### src/rtl/jk_seq_driver_pkg.sv
// Shared constants and types for jk_seq_driver and the reusable jk_excite block.
// FSM encodings and JK mode encodings ({j,k}) live here.
package jk_seq_driver_pkg;

  localparam logic [1:0] ST_IDLE  = 2'd0;
  localparam logic [1:0] ST_DRIVE = 2'd1;
  localparam logic [1:0] ST_DONE  = 2'd2;

  localparam logic [1:0] JK_HOLD = 2'b00;
  localparam logic [1:0] JK_SET  = 2'b10;
  localparam logic [1:0] JK_RST  = 2'b01;
  localparam logic [1:0] JK_TOG  = 2'b11;

  typedef struct packed {
    logic j;
    logic k;
  } jk_t;

endpackage

### src/rtl/jk_seq_driver_excite.sv
// jk_excite: combinational JK excitation, (target next state t, current q) -> (j, k).
// Written as plain boolean terms so an X on q propagates to j/k.
module jk_excite
  import jk_seq_driver_pkg::*;
(
  input  logic t_i,
  input  logic q_i,
  input  logic toggle_mode_i,
  output jk_t  jk_o
);

  assign jk_o.j = toggle_mode_i ? (t_i ^ q_i) : (t_i & ~q_i);
  assign jk_o.k = toggle_mode_i ? (t_i ^ q_i) : (~t_i & q_i);

endmodule

### src/rtl/jk_seq_driver.sv
// jk_seq_driver: steps a jk_ff through a target word LSB first, optionally checking q one cycle later.
// Check logic is built only when JK_DRV_CHECK_EN is defined; FSM and j/k timing are identical either way.
module jk_seq_driver
  import jk_seq_driver_pkg::*;
#(
  parameter int WIDTH       = 8,
  parameter bit TOGGLE_MODE = 1'b0,
  parameter int ERR_W       = 8
) (
  input  logic             clk,
  input  logic             reset,
  input  logic             in_valid,
  output logic             in_ready,
  input  logic [WIDTH-1:0] in_data,
  input  logic             q_fb,
  output logic             j,
  output logic             k,
  output logic             busy,
  output logic             done,
  output logic             mismatch,
  output logic [ERR_W-1:0] err_cnt
);

  localparam int CNT_W = (WIDTH > 1) ? $clog2(WIDTH) : 1;

  logic [1:0]       state_q, state_d;
  logic [WIDTH-1:0] shreg_q, shreg_d;
  logic [CNT_W-1:0] bit_cnt_q, bit_cnt_d;
  jk_t              ex, jk_out;

  jk_excite u_excite (
    .t_i           (shreg_q[0]),
    .q_i           (q_fb),
    .toggle_mode_i (TOGGLE_MODE),
    .jk_o          (ex)
  );

  always_ff @(posedge clk or posedge reset) begin
    if (reset) begin
      state_q   <= ST_IDLE;
      shreg_q   <= '0;
      bit_cnt_q <= '0;
    end else begin
      state_q   <= state_d;
      shreg_q   <= shreg_d;
      bit_cnt_q <= bit_cnt_d;
    end
  end

  always_comb begin
    state_d   = state_q;
    shreg_d   = shreg_q;
    bit_cnt_d = bit_cnt_q;
    case (state_q)
      ST_IDLE: begin
        if (in_valid) begin
          state_d   = ST_DRIVE;
          shreg_d   = in_data;
          bit_cnt_d = '0;
        end
      end
      ST_DRIVE: begin
        shreg_d   = shreg_q >> 1;
        bit_cnt_d = bit_cnt_q + CNT_W'(1);
        if (bit_cnt_q == CNT_W'(WIDTH - 1)) state_d = ST_DONE;
      end
      ST_DONE: state_d = ST_IDLE;
      default: state_d = ST_IDLE;
    endcase
  end

  // j/k are held at zero everywhere but DRIVE, including while reset is asserted.
  always_comb begin
    in_ready = (state_q == ST_IDLE);
    busy     = (state_q == ST_DRIVE) || (state_q == ST_DONE);
    done     = (state_q == ST_DONE);
    jk_out   = (state_q == ST_DRIVE) ? ex : jk_t'(JK_HOLD);
  end

  assign j = jk_out.j;
  assign k = jk_out.k;

`ifdef JK_DRV_CHECK_EN
  logic             exp_q, exp_d;
  logic             chk_pend_q, chk_pend_d;
  logic [ERR_W-1:0] err_cnt_q, err_cnt_d;

  // The bit driven in a DRIVE cycle must appear on q_fb the following cycle.
  always_comb begin
    exp_d      = (state_q == ST_DRIVE) ? shreg_q[0] : exp_q;
    chk_pend_d = (state_q == ST_DRIVE);
    err_cnt_d  = (mismatch && (err_cnt_q != {ERR_W{1'b1}})) ? err_cnt_q + ERR_W'(1) : err_cnt_q;
  end

  always_ff @(posedge clk or posedge reset) begin
    if (reset) begin
      exp_q      <= 1'b0;
      chk_pend_q <= 1'b0;
      err_cnt_q  <= '0;
    end else begin
      exp_q      <= exp_d;
      chk_pend_q <= chk_pend_d;
      err_cnt_q  <= err_cnt_d;
    end
  end

  assign mismatch = chk_pend_q & (q_fb ^ exp_q);
  assign err_cnt  = err_cnt_q;
`else
  assign mismatch = 1'b0;
  assign err_cnt  = '0;
`endif

endmodule

### config.mk
export PLATFORM = sky130hd
export DESIGN_NAME = jk_seq_driver
export DESIGN_NICKNAME = d
export VERILOG_FILES = /design/src/rtl/jk_seq_driver_pkg.sv /design/src/rtl/jk_seq_driver_excite.sv /design/src/rtl/jk_seq_driver.sv
export SDC_FILE = /design/constraint.sdc
export NUM_CORES = 1
export LEC_CHECK = 0
export BUFFER_PORTS_ARGS = -buffer_cell sky130_fd_sc_hd__buf_2
export CORE_UTILIZATION = 54
export DETAILED_ROUTE_END_ITERATION = 12
export PLACE_DENSITY = 0.83
export SLEW_MARGIN = 20
export SYNTH_ARGS = -nofsm -noshare
export SYNTH_HDL_FRONTEND = slang
export SYNTH_HIERARCHICAL = 1
export SYNTH_SLANG_ARGS = --single-unit
### constraint.sdc
create_clock -name clk -period 2.6 [get_ports clk]
set_clock_uncertainty 0.05 [all_clocks]
set_input_delay 0.26 -clock clk [delete_from_list [all_inputs] [get_ports clk]]
set_output_delay 0.26 -clock clk [all_outputs]
set_load 0.005 [all_outputs]
==> results of run 1 <==
[cell usage after synthesis]
| library cell | count |
|---|---|
| a21oi_1 | 4 |
| a31oi_1 | 2 |
| a32oi_1 | 4 |
| and2_1 | 2 |
| and2b_1 | 1 |
| buf_2 | 3 |
| buf_4 | 10 |
| buf_6 | 1 |
| conb_1 | 1 |
| dfrtp_1 | 13 |
| ha_1 | 8 |
| inv_1 | 8 |
| mux2_2 | 1 |
| mux2_4 | 1 |
| mux2i_1 | 3 |
| nand2_1 | 2 |
| nand2b_1 | 2 |
| nand3_1 | 2 |
| nand3b_1 | 2 |
| nor2_1 | 7 |
| nor2_2 | 1 |
| nor2b_1 | 1 |
| nor2b_2 | 1 |
| nor3_1 | 4 |
| o211ai_1 | 1 |
| o21ai_0 | 4 |
| o22ai_1 | 5 |
| xnor2_1 | 1 |
[power groups by stage]
stage,Sequential (mW),Clock [mW],Combinational (mW)
5_1_grt,0.378,0.140,0.615
3_5_place_dp,0.370,0,0.544
2_1_floorplan,0.353,0,0.457
3_3_place_gp,0.367,0,0.517
4_1_cts,0.366,0.131,0.550
6_report,0.364,0.127,0.546
[layer usage]
metal,vias to the layer above,routed length [µm],global-route usage [%]
met5,-,0,0
met4,0,12,9.38
met3,2,64,4.31
met2,21,761,34.2
met1,320,704,25.5
li1,343,-,-
[stage by stage]
stage          power [mW]  area, µm²  hold slack, ps  setup slack, ps
2_1_floorplan       0.810        926            87.0             1070
3_3_place_gp        0.884        925             251              778
3_5_place_dp        0.915        925             264              699
5_1_grt              1.13        961             179              501
6_report             1.04        961             170              648
4_1_cts              1.05        961             169              659
[cells in the final DEF, fill, tap and decap left out, drive strengths merged, types with 2 or more instances in the layout]
master   n
nor2     8
nand2b   2
clkbuf   4
nand2    2
nand3    2
a32oi    4
o22ai    5
a31oi    2
nor3     4
dfrtp   13
mux2     2
a21oi    4
nand3b   2
conb    12
ha       8
mux2i    3
o21ai    4
nor2b    2
inv      8
and2     2
buf     16
[critical path: stages (launching register included)]
cell     delay, ps
dfrtp_1        410
inv_1          110
ha_1           460
nor2b_2        430
nor2_2          90
mux2_4         300
[sequential cells by signal (all words and copies together) (netlist names)]
name       count
state_q        2
shreg_q        8
bit_cnt_q      3
[layout make-up]
class                      instances  area share, %
multi-input combinational         71           48.8
inverter                           8           3.12
clock buffer                       4           2.73
sequential                        13           33.9
tap                               16           2.08
timing repair buffer              17           9.37
[path summary, 6_finish.rpt]
path                       slack, ps                  endpoint  cells after the start                    from
max reg2reg                      650    state_q[1]$_DFFE_PP0P_                      5  state_q[1]$_DFFE_PP0P_
min                              170    shreg_q[5]$_DFFE_PP0P_                      3              in_data[5]
min reg2reg                      480    shreg_q[4]$_DFFE_PP0P_                      2  shreg_q[5]$_DFFE_PP0P_
min in group asynchronous        500  bit_cnt_q[1]$_DFFE_PP0P_                      3                   reset
max                              650    state_q[1]$_DFFE_PP0P_                      5  state_q[1]$_DFFE_PP0P_
max in group asynchronous       1660    shreg_q[1]$_DFFE_PP0P_                      3                   reset
[repair_timing]
| action | CTS | global route |
|---|---|---|
| endpoints found under the hold margin | 13 | 0 |
| hold buffers | 1 | 0 |
| gates resized for setup | 0 | 0 |
[cell families (layout without fill, tap and decap cells)]
| family | after synthesis | after routing | share of synthesized area, % |
|---|---|---|---|
| AO/OA/AOI/OAI | 20 | 20 | 14.3 |
| adder cells (fa/ha/maj) | 8 | 8 | 11.3 |
| multiplexers | 5 | 5 | 6.36 |
| XOR/XNOR | 1 | 1 | 0.990 |
| AND/OR/NAND/NOR | 25 | 25 | 15.0 |
| other | 1 | 12 | 0.424 |
| flip-flops | 13 | 13 | 36.8 |
| buffers and inverters | 22 | 29 | 14.9 |
==> flow_summary.toml, run 1 <==
[routing]
antenna_left = 0
first_iter_violations = 24
drt-total-wl_um = 1540
dr.pass1.iters = 4
avgViaCountPerCell = 5.32
drc_errors = 0
vias = 686
drt-wirelength-per-cell_um = 12.0

[clock_network]
h-tree-depth = 1
clk_latency_ps = 270
path_clk_slew_ps = 80
clock-sinks = 13
cts_setup_buffers = 0
clock_path_buffers = 2
cts-root-buf = "clkbuf_4"
numCtsBuffers = 3
cts_tree = "yes"

[global_routing]
grt_max_degree = 18
grt_first_pass_wirelength_um = 2790
antenna_found_initial = 0
grt_pass1_vias = 683
grt_usage_pct = 20.6
overflow = 0

[synthesis]
synth_warnings = 6
syn_avg_cell_area_um2 = 9.31
syn_inst = 95
synthTopCellsByArea = "dfrtp_1 37%, ha_1 11%, buf_4 8.5%, a32oi_1 4.0%, o22ai_1 3.5%"
synth.largest_area_cell = "dfrtp_1"
ys_ff_latch = 13
synth_top_area_share_pct = 36.8
synth_seq_area_share_pct = 36.8
netlist_area_um2 = 885
yosys.cell_types.count = 28

[floorplan]
rows = 14
die_x_um = 42.5
dieArea_um2 = 1800
ios = 26
dieHeight_um = 42.5
fp.coreArea_um2 = 1520
initial_utilization_pct = 58.0

[final_layout]
fill_cells = 137
final_cells = 129
fin_util_pct = 63.1
multi_input_area_um2 = 469
drive_above_1_share_pct = 20.4
area_growth_syn_to_layout_pct = 8.63
antenna_cells = 0
seqCellArea_um2 = 325
final_nets = 134

[place]
hpwl_um = 1190
dp_cells = 124
gp_congestion = 0.779
port_buffers = 16

[timing]
rsz0062_at_grt = "false"
timing.setup.tns_ps = 0
min_period_ps = 1950
setup_violations = 0
maxSlewHeadroom_pct = 64.5
hold_viol_final = 0
drv_slew = 0
fmaxAchievable_mhz = 512
tightestPinTransition_ps = 533
post-route-period-util_pct = 75.1

[job]
drv_cap = 0

[setup_path]
cp_data_arrival_time_ps = 2070
path_max_fanout = 15
crit_path_start_kind = "flop"
cp-end-kind = "flop"
crit_type = "reg -> reg"
worstPathRequired_ps = 2710

[min_path]
hold_path_class = "in -> reg"

[power]
combinationalPowerShare_pct = 52.6
pwr-share-clk_pct = 12.2
seqPwrFrac_pct = 35.2
power.switching_mw = 0.431
swShare_pct = 41.5
peakVddDrop_v = 0.000647
leakagePower_nw = 0.480
intPower_mw = 0.606
power.density_nw_per_um2 = 1080

[status]
status = "complete, no violations"
Note: power is estimated with default switching activity, not from simulation.
==> run 2: changes to the inputs <==
- CORE_UTILIZATION: 54 -> 50
- PLACE_DENSITY: 0.83 -> 0.78
- clock period: 2.6 -> 1.8 ns (I/O delays scaled with it)
==> flow_summary.toml, run 2 (synthesis results as in run 1) <==
[final_layout]
layout_common_cells = "16 x buf_2, 13 x dfrtp_1, 12 x conb_1, 8 x inv_1"
largest_reg_flops = 8
mostFrequentLayoutCell = "buf_2"
drive_above_1_share_pct = 23.3
area_growth_syn_to_layout_pct = 11.5
top_regs = "shreg_q x8, bit_cnt_q x3, state_q x2"
final_cells = 132
multi_input_area_um2 = 472
final_nets = 137
fin_util_pct = 62.5
stdcell_area_um2 = 986
fill_cells = 139
seqCellArea_um2 = 325
antenna_cells = 0
top_register = "shreg_q"

[routing]
first_iter_violations = 34
avgViaCountPerCell = 5.23
vias = 691
dr.pass1.iters = 6
drc_errors = 0
drt-wirelength-per-cell_um = 12.3
antenna_left = 0
drt-total-wl_um = 1620

[floorplan]
ios = 26
fp.coreArea_um2 = 1580
dieHeight_um = 44.1
die_x_um = 44.1
dieArea_um2 = 1940
initial_utilization_pct = 56.1
rows = 14

[status]
status = "complete, no violations"

[clock_network]
cts-root-buf = "clkbuf_4"
cts_setup_buffers = 0
clock-sinks = 13
clk_latency_ps = 270
path_clk_slew_ps = 80
cts_tree = "yes"
numCtsBuffers = 3
clock_path_buffers = 2
h-tree-depth = 1

[power]
power.switching_mw = 0.647
pwr-share-clk_pct = 11.6
finalPower_mw = 1.57
combinationalPowerShare_pct = 54.1
intPower_mw = 0.924
seqPwrFrac_pct = 34.3
leakagePower_nw = 0.493
power.density_nw_per_um2 = 1590
swShare_pct = 41.2
peakVddDrop_v = 0.000882

[timing]
holdWs_ps = 94.9
fin_ws_ps = 137
fmaxAchievable_mhz = 601
timing.setup.tns_ps = 0
hold_viol_final = 0
rsz0062_at_grt = "false"
min_period_ps = 1660
tightestPinTransition_ps = 519
setup_violations = 0
post-route-period-util_pct = 92.4
drv_slew = 0
maxSlewHeadroom_pct = 65.4

[global_routing]
grt_first_pass_wirelength_um = 2760
antenna_found_initial = 0
grt_pass1_vias = 622
grt_usage_pct = 19.5
overflow = 0
grt_max_degree = 14

[place]
gp_congestion = 0.781
port_buffers = 16
place_area_um2 = 947
pre_cts_ws_ps = 167
hpwl_um = 1200
dp_cells = 127

[min_path]
hp-start = "in_data[2]"
hold-path-endpoint = "shreg_q[2]$_DFFE_PP0P_"
min_path_cells = 3
hold_path_class = "in -> reg"

[setup_path]
crit_type = "reg -> reg"
crit_path_start_kind = "flop"
rr_endpoint = "state_q[1]$_DFFE_PP0P_"
r2r_start = "state_q[1]$_DFFE_PP0P_"
cp-end-kind = "flop"
cp_data_arrival_time_ps = 1780
path_max_fanout = 8
worstPathRequired_ps = 1920
r2r_cells = 5
r2r_slack_ps = 140

[job]
drv_cap = 0
==> run 2: final cells by class <==
type / instances / share of cell area, %
clock buffer: 4 / 2.66
multi-input combinational: 71 / 47.8
inverter: 8 / 3.05
sequential: 13 / 33.0
timing repair buffer: 20 / 11.4
tap: 16 / 2.03
==> run 2: critical path: stages (launching register included) <==
cell	delay, ps
dfrtp_1	420
inv_1	110
ha_1	230
nor2b_2	360
nor2_2	90
mux2_4	300
==> run 2: worst max path at each step <==
stage / depth (start not counted) / endpoint / slack, ps / from
floorplan: 6 / state_q[1]$_DFFE_PP0P_ / 270 / state_q[0]$_DFFE_PP0P_
global placement: 5 / state_q[1]$_DFFE_PP0P_ / 240 / state_q[0]$_DFFE_PP0P_
detailed placement: 5 / state_q[1]$_DFFE_PP0P_ / 170 / state_q[0]$_DFFE_PP0P_
CTS: 4 / j / 90 / state_q[1]$_DFFE_PP0P_
global route: 5 / state_q[1]$_DFFE_PP0P_ / 50 / state_q[0]$_DFFE_PP0P_
finish: 5 / state_q[1]$_DFFE_PP0P_ / 140 / state_q[1]$_DFFE_PP0P_
==> run 2: timing repair <==
action / 4_1_cts / 5_1_grt
setup endpoints to repair: 0 / 2
hold endpoints to repair: 13 / 0
hold buffers: 1 / 0
resized for setup: 0 / 1
==> run 2: layer usage <==
metal | up-vias | GRT usage [%] | part of all wire, % | routed length (µm)
li1 | 352 | - | - | -
met1 | 314 | 28.2 | 51 | 822
met2 | 23 | 28.2 | 44 | 718
met3 | 2 | 4.90 | 4.0 | 65
met4 | 0 | 7.27 | 0.68 | 11
met5 | - | 0 | 0 | 0
==> run 2: power groups by stage <==
stage | Clock (mW) | Combinational [mW] | Sequential (mW)
floorplan | 0 | 0.661 | 0.510
global placement | 0 | 0.805 | 0.532
detailed placement | 0 | 0.830 | 0.540
CTS | 0.187 | 0.844 | 0.535
global route | 0.204 | 0.966 | 0.551
finish | 0.183 | 0.850 | 0.539
==> run 3: changes to the inputs <==
- CTS_BUF_LIST: not set -> sky130_fd_sc_hd__clkbuf_16
==> flow_summary.toml, run 3 (synthesis results as in run 1) <==
[power]
peakVddDrop_v = 0.00103
seqPwrFrac_pct = 29.9
power.switching_mw = 0.667
combinationalPowerShare_pct = 46.6
power.density_nw_per_um2 = 1730
swShare_pct = 37.2
intPower_mw = 1.13
finalPower_mw = 1.79
leakagePower_nw = 0.522
pwr-share-clk_pct = 23.4

[routing]
dr.pass1.iters = 6
drt-wirelength-per-cell_um = 12.0
drc_errors = 0
antenna_left = 0
drt-total-wl_um = 1590
vias = 687
avgViaCountPerCell = 5.20
first_iter_violations = 19

[clock_network]
cts-root-buf = "clkbuf_16"
cts_tree = "yes"
post_cts_resized = 0
numCtsBuffers = 3
clock_path_buffers = 2
cts_setup_buffers = 0
path_clk_slew_ps = 40
clk_latency_ps = 240
clock-sinks = 13
h-tree-depth = 1

[setup_path]
crit_type = "reg -> out"
r2r_start = "state_q[1]$_DFFE_PP0P_"
cp_data_arrival_time_ps = 1430
cp-end-kind = "primary output"
path_max_fanout = 12
r2r_cells = 5
rr_endpoint = "state_q[1]$_DFFE_PP0P_"
r2r_slack_ps = 150
cp-endpoint = "j"
worstPathRequired_ps = 1570
crit_start = "state_q[1]$_DFFE_PP0P_"
crit_path_start_kind = "flop"

[timing]
post-route-period-util_pct = 92.2
holdWs_ps = 129
hold_viol_final = 0
drv_slew = 0
tightestPinTransition_ps = 513
fin_ws_ps = 141
maxSlewHeadroom_pct = 65.8
fmaxAchievable_mhz = 603
timing.setup.tns_ps = 0
setup_violations = 0
rsz0062_at_grt = "false"
min_period_ps = 1660

[floorplan]
dieArea_um2 = 1940
die_x_um = 44.1
fp.coreArea_um2 = 1580
rows = 14
ios = 26
initial_utilization_pct = 56.1
dieHeight_um = 44.1

[global_routing]
grt_first_pass_wirelength_um = 2740
grt_max_degree = 14
grt_usage_pct = 20.2
antenna_found_initial = 0
overflow = 0
grt_pass1_vias = 616

[final_layout]
antenna_cells = 0
fin_util_pct = 65.7
mostFrequentLayoutCell = "buf_2"
layout_common_cells = "16 x buf_2, 13 x dfrtp_1, 12 x conb_1, 9 x inv_1, 8 x ha_1"
stdcell_area_um2 = 1040
area_growth_syn_to_layout_pct = 17.1
seqCellArea_um2 = 325
fill_cells = 135
top_regs = "shreg_q x8, bit_cnt_q x3, state_q x2"
multi_input_area_um2 = 469
final_cells = 132
drive_above_1_share_pct = 22.4
final_nets = 137
largest_reg_flops = 8
top_register = "shreg_q"

[status]
status = "complete, no violations"

[place]
pre_cts_ws_ps = 167
hpwl_um = 1200
gp_congestion = 0.781
place_area_um2 = 947
dp_cells = 127
port_buffers = 16

[job]
drv_cap = 0

[min_path]
hold_path_class = "in -> reg"
==> run 3: cell count changes in the layout (fill, tap and decap cells not counted), sizes merged <==
cell,change
clkbuf,-1
inv,+1
==> run 3: layout make-up <==
type	count	share of cell area, %
clock inverter	1	0.362
inverter	8	2.90
clock buffer	3	7.25
multi-input combinational	71	45.3
timing repair buffer	20	10.9
sequential	13	31.4
tap	16	1.93
==> run 3: worst max-delay path, stage by stage, from the launching register on <==
cell     delay, ps
dfrtp_1        400
inv_1          110
ha_1           380
and2_1         180
buf_2          110
==> run 3: worst min path at each step <==
| stage | start | endpoint | depth (start not counted) |
|---|---|---|---|
| after floorplan | reset | bit_cnt_q[0]$_DFFE_PP0P_ | 1 |
| after global placement | reset | state_q[1]$_DFFE_PP0P_ | 2 |
| after detailed placement | reset | state_q[1]$_DFFE_PP0P_ | 2 |
| after CTS | in_data[5] | shreg_q[5]$_DFFE_PP0P_ | 3 |
| after global routing | in_data[2] | shreg_q[2]$_DFFE_PP0P_ | 3 |
| final | in_data[2] | shreg_q[2]$_DFFE_PP0P_ | 3 |
==> run 3: what timing repair did <==
item / in CTS / in global routing
endpoints found under the hold margin: 13 / 0
hold buffers: 1 / 0
endpoints found under the setup margin: 0 / 0
==> run 3: power by group through the flow <==
stage	Combinational (mW)	Clock (mW)	Sequential [mW]
2_1_floorplan	0.661	0	0.510
3_3_place_gp	0.805	0	0.532
3_5_place_dp	0.830	0	0.540
4_1_cts	0.843	0.431	0.535
5_1_grt	0.959	0.443	0.549
6_report	0.836	0.420	0.537
==> run 3: routing by layer <==
layer | GRT usage [%] | vias up | part of all wire (%)
met3 | 7.35 | 5 | 5.5
met4 | 10.9 | 0 | 2.5
met1 | 28.2 | 312 | 50
met2 | 27.1 | 21 | 42
met5 | 0 | - | 0
li1 | - | 349 | -
